$ cat config.mk
export PLATFORM = sky130hd
export DESIGN_NAME = climate_regulator
export DESIGN_NICKNAME = d
export VERILOG_FILES = /design/src/rtl/climate_regulator.sv
export SDC_FILE = /design/constraint.sdc
export NUM_CORES = 1
export LEC_CHECK = 0
export ABC_AREA = 1
export ABC_CLOCK_PERIOD_IN_PS = 7900
export CAP_MARGIN = 20
export CORE_MARGIN = 4
export CORE_UTILIZATION = 55
export CTS_CLUSTER_DIAMETER = 40
export DETAILED_ROUTE_END_ITERATION = 10
export GPL_ROUTABILITY_DRIVEN = 1
export PLACE_DENSITY = 0.77
export SLEW_MARGIN = 40
export SYNTH_ARGS = -nofsm -noshare
export SYNTH_HDL_FRONTEND = slang
export SYNTH_SLANG_ARGS = --single-unit
$ cat constraint.sdc
create_clock -name clock -period 7.9 [get_ports clock]
set_input_delay 1.185 -clock clock [delete_from_list [all_inputs] [get_ports clock]]
set_output_delay 1.185 -clock clock [all_outputs]
set_load 0.01 [all_outputs]
$ cat src/rtl/climate_regulator.sv
// climate_regulator
//   Accepts range-checked temperature/humidity samples, keeps a 4-sample
//   moving average per channel and drives fan/heater from a hysteresis FSM
//   (IDLE, COOLING, HEATING, FAULT). FAULT is forced by three consecutive
//   rejected samples or by a sample watchdog timeout. In FAULT the fan stays
//   on and the alarm is raised.
// Ports
//   clock, reset        : system clock, asynchronous active-high reset
//   sample_valid        : one-cycle strobe qualifying temp_data / hum_data
//   temp_data, hum_data : 16-bit unsigned degC / %RH samples
//   temp_setpoint       : 8-bit target temperature
//   hum_limit           : 8-bit maximum humidity
//   temp_avg, hum_avg   : registered 4-sample averages
//   avg_valid           : window holds 4 accepted samples
//   fan_on, heater_on   : registered actuator commands (never both high)
//   alarm               : sensor fault indication
//   debug_state         : FSM encoding IDLE=0 COOLING=1 HEATING=2 FAULT=3
module climate_regulator #(
  parameter int unsigned HYST      = 2,
  parameter logic [31:0] MIN_DWELL = 32'd5_000_000,
  parameter logic [31:0] TIMEOUT   = 32'd50_000_000
) (
  input  logic        clock,
  input  logic        reset,
  input  logic        sample_valid,
  input  logic [15:0] temp_data,
  input  logic [15:0] hum_data,
  input  logic [7:0]  temp_setpoint,
  input  logic [7:0]  hum_limit,
  output logic [15:0] temp_avg,
  output logic [15:0] hum_avg,
  output logic        avg_valid,
  output logic        fan_on,
  output logic        heater_on,
  output logic        alarm,
  output logic [1:0]  debug_state
);

  localparam int unsigned DATA_W = 16;
  localparam int unsigned SUM_W  = DATA_W + 2;
  localparam logic [8:0]  HYST9  = 9'(HYST);
  localparam logic [DATA_W-1:0] MAX_VAL = DATA_W'(100);

  typedef enum logic [1:0] {
    IDLE    = 2'd0,
    COOLING = 2'd1,
    HEATING = 2'd2,
    FAULT   = 2'd3
  } state_t;

  function automatic logic [31:0] sat_inc32(input logic [31:0] v);
    return (v == 32'hFFFF_FFFF) ? v : v + 32'd1;
  endfunction

  function automatic logic [8:0] sat_sub9(input logic [8:0] a, input logic [8:0] b);
    return (a > b) ? a - b : 9'd0;
  endfunction

  // Average is a plain truncating divide by four.
  function automatic logic [DATA_W-1:0] avg4(input logic [SUM_W-1:0] s);
    return s[SUM_W-1:2];
  endfunction

  logic [DATA_W-1:0] temp_win_p0 [4];
  logic [DATA_W-1:0] hum_win_p0  [4];
  logic [SUM_W-1:0]  temp_sum_p0, hum_sum_p0;
  logic [SUM_W-1:0]  temp_sum_nxt, hum_sum_nxt;
  logic              vld_p1;
  logic [2:0]        fill_cnt;
  logic [1:0]        rej_cnt;
  logic [31:0]       watchdog, dwell;
  state_t            state, state_nxt;

  logic accept, reject, fault_cond, fault_entry, eval_p1;
  logic [8:0] t9, h9, sp9, lim9, sp_hi, lim_lo, t_plus;

  // Stage p0: range check and window/sum update on the accepting edge.
  // The running sum drops the oldest entry and adds the new one, so the
  // sum always covers the four window slots including the new sample.
  assign accept = sample_valid && (temp_data <= MAX_VAL) && (hum_data <= MAX_VAL);
  assign reject = sample_valid && !accept;

  assign temp_sum_nxt = temp_sum_p0 + SUM_W'(temp_data) - SUM_W'(temp_win_p0[3]);
  assign hum_sum_nxt  = hum_sum_p0  + SUM_W'(hum_data)  - SUM_W'(hum_win_p0[3]);

  always_ff @(posedge clock or posedge reset) begin
    if (reset) begin
      for (int i = 0; i < 4; i++) begin
        temp_win_p0[i] <= '0;
        hum_win_p0[i]  <= '0;
      end
      temp_sum_p0 <= '0;
      hum_sum_p0  <= '0;
      temp_avg    <= '0;
      hum_avg     <= '0;
    end else if (accept) begin
      temp_win_p0[0] <= temp_data;
      hum_win_p0[0]  <= hum_data;
      for (int i = 1; i < 4; i++) begin
        temp_win_p0[i] <= temp_win_p0[i-1];
        hum_win_p0[i]  <= hum_win_p0[i-1];
      end
      temp_sum_p0 <= temp_sum_nxt;
      hum_sum_p0  <= hum_sum_nxt;
      temp_avg    <= avg4(temp_sum_nxt);
      hum_avg     <= avg4(hum_sum_nxt);
    end
  end

  // Stage p1: averages visible; FSM evaluates here, state lands one edge later.
  // Compares are 9 bits wide so setpoint+HYST cannot wrap; accepted data
  // never exceeds 100, so the low 9 bits of the averages are exact.
  assign avg_valid   = (fill_cnt == 3'd4);
  assign eval_p1     = vld_p1 && avg_valid;
  assign fault_cond  = (rej_cnt == 2'd3) || (watchdog >= TIMEOUT);
  assign fault_entry = fault_cond && (state != FAULT);

  assign t9     = temp_avg[8:0];
  assign h9     = hum_avg[8:0];
  assign sp9    = {1'b0, temp_setpoint};
  assign lim9   = {1'b0, hum_limit};
  assign sp_hi  = sp9 + HYST9;
  assign t_plus = t9 + HYST9;
  assign lim_lo = sat_sub9(lim9, HYST9);

  always_comb begin
    state_nxt = state;
    if (fault_cond) begin
      state_nxt = FAULT;
    end else if (eval_p1) begin
      case (state)
        IDLE: begin
          if (t9 >= sp_hi || h9 > lim9)  state_nxt = COOLING;
          else if (t_plus <= sp9)        state_nxt = HEATING;
        end
        COOLING: begin
          if (dwell >= MIN_DWELL && t9 <= sp9 && h9 <= lim_lo) state_nxt = IDLE;
        end
        HEATING: begin
          if (h9 > lim9)                                 state_nxt = COOLING;
          else if (dwell >= MIN_DWELL && t9 >= sp9)      state_nxt = IDLE;
        end
        FAULT:   state_nxt = IDLE;
        default: state_nxt = IDLE;
      endcase
    end
  end

  // Stage p2: state, counters and Moore outputs registered together.
  // A FAULT entry clears the fill count even if a sample is accepted on the
  // same edge, so the window must refill with four fresh samples.
  always_ff @(posedge clock or posedge reset) begin
    if (reset) begin
      state     <= IDLE;
      vld_p1    <= 1'b0;
      fill_cnt  <= '0;
      rej_cnt   <= '0;
      watchdog  <= '0;
      dwell     <= '0;
      fan_on    <= 1'b0;
      heater_on <= 1'b0;
      alarm     <= 1'b0;
    end else begin
      state  <= state_nxt;
      vld_p1 <= accept;

      if (fault_entry)                    fill_cnt <= '0;
      else if (accept && fill_cnt != 3'd4) fill_cnt <= fill_cnt + 3'd1;

      if (accept)                          rej_cnt <= '0;
      else if (reject && rej_cnt != 2'd3)  rej_cnt <= rej_cnt + 2'd1;

      watchdog <= sample_valid ? 32'd0 : sat_inc32(watchdog);

      if (state_nxt != state)                        dwell <= '0;
      else if (state == COOLING || state == HEATING) dwell <= sat_inc32(dwell);

      fan_on    <= (state_nxt == COOLING) || (state_nxt == FAULT);
      heater_on <= (state_nxt == HEATING);
      alarm     <= (state_nxt == FAULT);
    end
  end

  assign debug_state = state;

endmodule

After elaboration in Yosys (flattened, before gate mapping)
Index checks and enable logic that the tools add are counted.
{ "word_totals": {"register_bits": 271, "in_bits": 51, "out_inout_bits": 38, "wordCells": 97} }
{ "op_classes": {"add_sub_neg": 11, "order_cmp": 11, "n_eq_ne": 16, "n_mux": 18, "n_reduce_logical": 20} }
{ "ops": {"columns": ["op", "count"], "rows": [
  ["2-to-1 mux 32 bit", 5],
  ["adder 32 x 1 -> 32 bit (second input constant)", 2],
  ["== test 32 bit (second input constant)", 2],
  ["adder 18 x 16 -> 18 bit", 2],
  ["subtractor 18 x 16 -> 18 bit", 2],
  [">= comparator 32 x 23 -> 1 bit (second input constant)", 1],
  [">= comparator 32 x 26 -> 1 bit (second input constant)", 1],
  ["<= comparator 16 x 7 -> 1 bit (second input constant)", 2],
  ["<= comparator 9 x 8 -> 1 bit", 2],
  ["2-to-1 mux 2 bit", 9],
  ["== test 2 bit (second input constant)", 5],
  ["logical AND 1 bit", 10],
  ["adder 8 x 2 -> 9 bit (second input constant)", 1],
  ["adder 9 x 2 -> 9 bit (second input constant)", 1],
  [">= comparator 9 x 8 -> 1 bit", 1],
  [">= comparator 9 bit", 1],
  ["> comparator 9 x 8 -> 1 bit", 1],
  ["<= comparator 9 bit", 1],
  ["2-to-1 mux 9 bit", 1],
  ["subtractor 8 x 2 -> 9 bit (second input constant)", 1],
  ["> comparator 8 x 2 -> 1 bit (second input constant)", 1],
  ["!= test 2 bit (second input constant)", 4],
  ["case mux 2 bit (4 select lines)", 1],
  ["2-to-1 mux 3 bit", 2],
  ["11 further kinds", 17]
]} }

Depth between registers and ports, before layout
{ "depth": {"depth_word": 11, "mapped_depth": 27, "depth_no_buf": 27} }

Worst setup path before layout
Ideal clock, no wire load.
{ "synth_path": {"path_type": "input to register", "from": "input port hum_limit[1]", "to": "register dwell[15]", "setup_ns": 0.122, "arrival_ns": 3.518, "required_time_ns": 7.778, "setup_slack_ns": 4.260, "stages": 23, "path_buffers": 1, "path_cell_list": "inv_1 ha_1 nand2_1 inv_1 a31oi_1 nor2_1 or2_2 ha_1 nand2_1 nand2_1 nand2_1 nand2_1 nand2_1 nand3_1 nand2_1 nand3_1 nand3_1 nand3_1 nand2_1 nand4_1 nand3_4 buf_6 nor2_2"} }
{ "synth_via": {"elab_chain_cells": 11, "elab_cells_between_ends": 18, "classes_between": "1 x add/sub; 3 x order compare; 2 x eq/ne; 8 x mux; 4 x reduce/logical"} }
{ "synth_lines": {"columns": ["element", "line", "text"], "rows": [
  ["start: declaration", "29", "input logic [7:0] hum_limit,"],
  ["subtractor 8 x 2 -> 9 bit / > comparator 8 x 2 -> 1 bit (equally long branches)", "56", "return (a > b) ? a - b : 9'd0;"],
  ["2-to-1 mux 9 bit", "56", null],
  ["<= comparator 9 bit", "137", "if (dwell >= MIN_DWELL && t9 <= sp9 && h9 <= lim_lo) state_nxt = IDLE;"],
  ["logical AND 1 bit", "137", null],
  ["2-to-1 mux 2 bit", "137", null],
  ["case mux 2 bit (4 select lines) *", "131", "case (state)"],
  ["2-to-1 mux 2 bit *", "130", "end else if (eval_p1) begin"],
  ["2-to-1 mux 2 bit *", "128", "if (fault_cond) begin"],
  ["!= test 2 bit *", "175", "if (state_nxt != state) dwell <= '0;"],
  ["!= test 2 bit (no line) / nonzero test 2 bit (equally long branches)", null, null],
  ["AND reduction 2 bit (no line)", null, null],
  ["end signal: assignment", "176", "else if (state == COOLING || state == HEATING) dwell <= sat_inc32(dwell);"],
  ["end: declaration", "71", "logic [31:0] watchdog, dwell;"]
]} }
Every way passes the cells marked *; elsewhere a longest branch is shown, timed or not.
A chain may end at the register's enable or synchronous reset.

Worst setup path in the final report
{ "layout_path": {"from": "input port hum_limit[1]", "to": "register dwell[31]"} }
Same word-level chain as after synthesis.

==> metrics <==
Hold Path Stages=2; most common cell in the netlist=nand2_1; DP Area=0.0159 mm2; maximum VDD drop=0.000167 V; Die H=173 um; Gate Count Post-Synth=1935; YS warnings=0; Crit Path Category=in2reg; status=completed; Port Buf Inserts=88; Crit. End Element=flip-flop; RePlAce Congestion=0.886; synthesized area=0.0150 mm2; Data arrival, critical path=4.84 ns; busiest grt layer=met2; Final WS setup=~3.5 ns; Pre-antenna DRT Iters=5; Critical Path Slowest Stage Cell=clkdlybuf4s50_1; vias in the first global route=around 12000; Die ar.=0.0299 mm2; max-slew violations=0; Starting Density=0.557; grt met3 use=0.0348; vias per cell=5.28; grt ovf=0; Site Rows=60; CTS tree=yes; antenna-violating nets left=0; Clock Sink Count=239; Max Fclk=~230 MHz; static leakage=8.89 nW; Crit Path Max Fanout=32; drc violations=0; share of layout cells above drive strength 1=0.0604; synth cell count leaders=nand2_1, inv_1, dfrtp_1; clk buf depth=3; antenna violations before repair=1; M2 GR Usage=0.372; CTS clk-pin slew, worst paths=0.06 ns; hpwl dp=24300 um; Post-CTS Hold Buffers=0; Total Nets Final=2167; GRT met1 Usage=0.324; Num CTS Buffers=37; Worst-Margin Slew=0.869 ns; slew margin rel.=0.415; largest net degree at the start of global routing=152; Seq/Total Area, Yosys=0.399; final instance area=0.0172 mm2; n_diodes=0; area fraction of the dominant cell type after synthesis=0.399; data required time of the critical path=8.30 ns; first-pass GRT wire length=57900 um; r2r worst-path depth=14; I/O pins=89; synthesized area per cell=7.74 um2; Skew-Pair Late Insertion Delay=0.52 ns; crit path time final=4.44 ns; Net Count, Synth=~2100; Finish-stage setup viols=0; skew final=0.0314 ns; RSZ-0062 raised after global routing=false; Post-Route WL=34200 um; CP Cell Sequence=clkdlybuf4s50_1, inv_1, ha_1, nand2_1, inv_1, a31oi_1, nor2_1, a31oi_1, o21ai_0, ha_1, nand2_1, nor2_1, nand4_1, nand3_1, nand2_1, nand3_1, nand3_1, nand3_1, nand2_1, nand4_1, nand3_4, nor2_1; Vias=12500; Core ar.=about 0.027 mm2; Final Hold Fails=0; CTS Root Cell=clkbuf_16; Area growth syn-to-layout=14.6%; Largest stage delay, worst path=around 0.50 ns; #FFs+latches synth=239; Resized cells post-CTS=0; type of origin of the critical path=primary input; GRT Overall Usage=0.228; fin crit share=0.561; Pwr Density=181 mW/mm2; fraction of registers with async set/reset=1.00; ranking of synthesized cells by area=dfrtp_1, nand2_1, inv_1; total setup buffers inserted after CTS=0; setup_tns=0 ns; synth unique cells=48; Post-synth EDFFs=0; initial detailed-routing violation count=~860; pre-CTS WS=2.98 ns; Hold WC Path Type=reg2reg; post-DR wirelength/cell=14.5 um; Max Cap Viol=0; Main synth FF type=dfrtp_1; cell taking the most area after synthesis=dfrtp_1; H-tree depth=2; die width=173 um
-- cell usage in the layout (no fill, tap or decap), types with 3 or more instances in the layout --
| master | synthesis | layout |
|---|---|---|
| clkinv_2 | 0 | 4 |
| a21oi_1 | 74 | 74 |
| o31ai_1 | 6 | 6 |
| buf_4 | 32 | 3 |
| a21o_1 | 5 | 5 |
| fa_1 | 32 | 32 |
| clkbuf_16 | 0 | 38 |
| and3_1 | 3 | 3 |
| clkdlybuf4s50_1 | 0 | 88 |
| nor3_2 | 4 | 4 |
| nand4_1 | 28 | 28 |
| a31oi_1 | 8 | 8 |
| a211oi_1 | 5 | 5 |
| nor2_2 | 34 | 34 |
| o21ai_0 | 115 | 115 |
| nor3_1 | 32 | 32 |
| nand2_1 | 547 | 547 |
| nor3b_1 | 4 | 4 |
| nor4_1 | 10 | 10 |
| inv_1 | 327 | 325 |
| o21a_1 | 3 | 3 |
| inv_6 | 0 | 3 |
| o22ai_1 | 11 | 11 |
| or2_2 | 3 | 3 |
| dfrtp_1 | 239 | 239 |
| nand3_1 | 82 | 81 |
| clkbuf_1 | 22 | 5 |
| nand3_2 | 3 | 3 |
| ha_1 | 90 | 90 |
| inv_2 | 3 | 3 |
| xnor2_1 | 14 | 14 |
| nand2_2 | 3 | 3 |
| nor2_1 | 110 | 110 |
| clkinvlp_4 | 0 | 7 |
| xor2_1 | 38 | 38 |
| o211ai_1 | 5 | 5 |
| bufinv_16 | 0 | 4 |
| nand3b_1 | 4 | 4 |
| o21ai_1 | 4 | 4 |
-- logic make-up after synthesis --
kind of cell,count (synthesis),synth area share
buffers and inverters,403,0.112
XOR/XNOR,52,0.0304
flip-flops,239,0.399
AND/OR/NAND/NOR,874,0.250
AO/OA/AOI/OAI,245,0.0901
adder cells (fa/ha/maj),122,0.118
-- path summary, 6_finish.rpt --
kind                                     start             end  slack (ns)
worst max-delay path              hum_limit[1]       dwell[31]        3.46
worst min-delay path            hum_win_p0[56]  hum_win_p0[40]        0.46
worst max register to register     temp_avg[6]       dwell[31]        4.77
worst min register to register  hum_win_p0[56]  hum_win_p0[40]        0.46
max in group asynchronous                reset  temp_win_p0[2]        5.35
min in group asynchronous                reset       dwell[11]        1.28
-- critical path: cells and delay by family --
kind	cells	cell delay [ns]
simple gates	14	2.00
compound gates	3	0.46
buf+inv	3	0.65
fa+ha+maj	2	0.53
-- per-stage QoR --
step	std cells	total power, mW	hold slack [ns]	utilization
after floorplan	1935	1.43	0.436	-
after global placement	2296	1.51	0.448	0.592
after detailed placement	2296	1.52	0.452	0.592
after CTS	2360	3.14	0.466	0.638
after global routing	2360	3.24	0.483	0.639
final	2360	3.11	0.460	0.639
-- flip-flops by register name (all words and copies together), names as in the netlist --
signal,count
heater_on,1
temp_avg,16
fill_cnt,3
alarm,1
hum_sum_p0,2
temp_sum_p0,2
debug_state,2
dwell,32
vld_p1,1
temp_win_p0,64
watchdog,32
hum_win_p0,64
fan_on,1
hum_avg,16
rej_cnt,2
-- power by group --
| part | internal, mW | leakage, nW | switching (mW) |
|---|---|---|---|
| Combinational | 0.0974 | 5.16 | 0.164 |
| Sequential | 1.23 | 3.15 | 0.00533 |
| Clock | 1.02 | 0.584 | 0.594 |
-- layer usage --
metal  up-vias  part of all wire
met5         -           0.00038
li1       6193                 -
met4         2             0.021
met1      5878              0.46
met3        64             0.056
met2       319              0.47
-- cell type report --
cell class / count / area (um2)
tap: 341 / 427
multi-input combinational: 1293 / 7340
clock inverter: 21 / 267
clock buffer: 43 / 970
timing repair buffer: 93 / 928
sequential: 239 / 5980
fill: 2298 / 9710
inverter: 330 / 1260
Note: power is estimated with default switching activity, not from simulation.
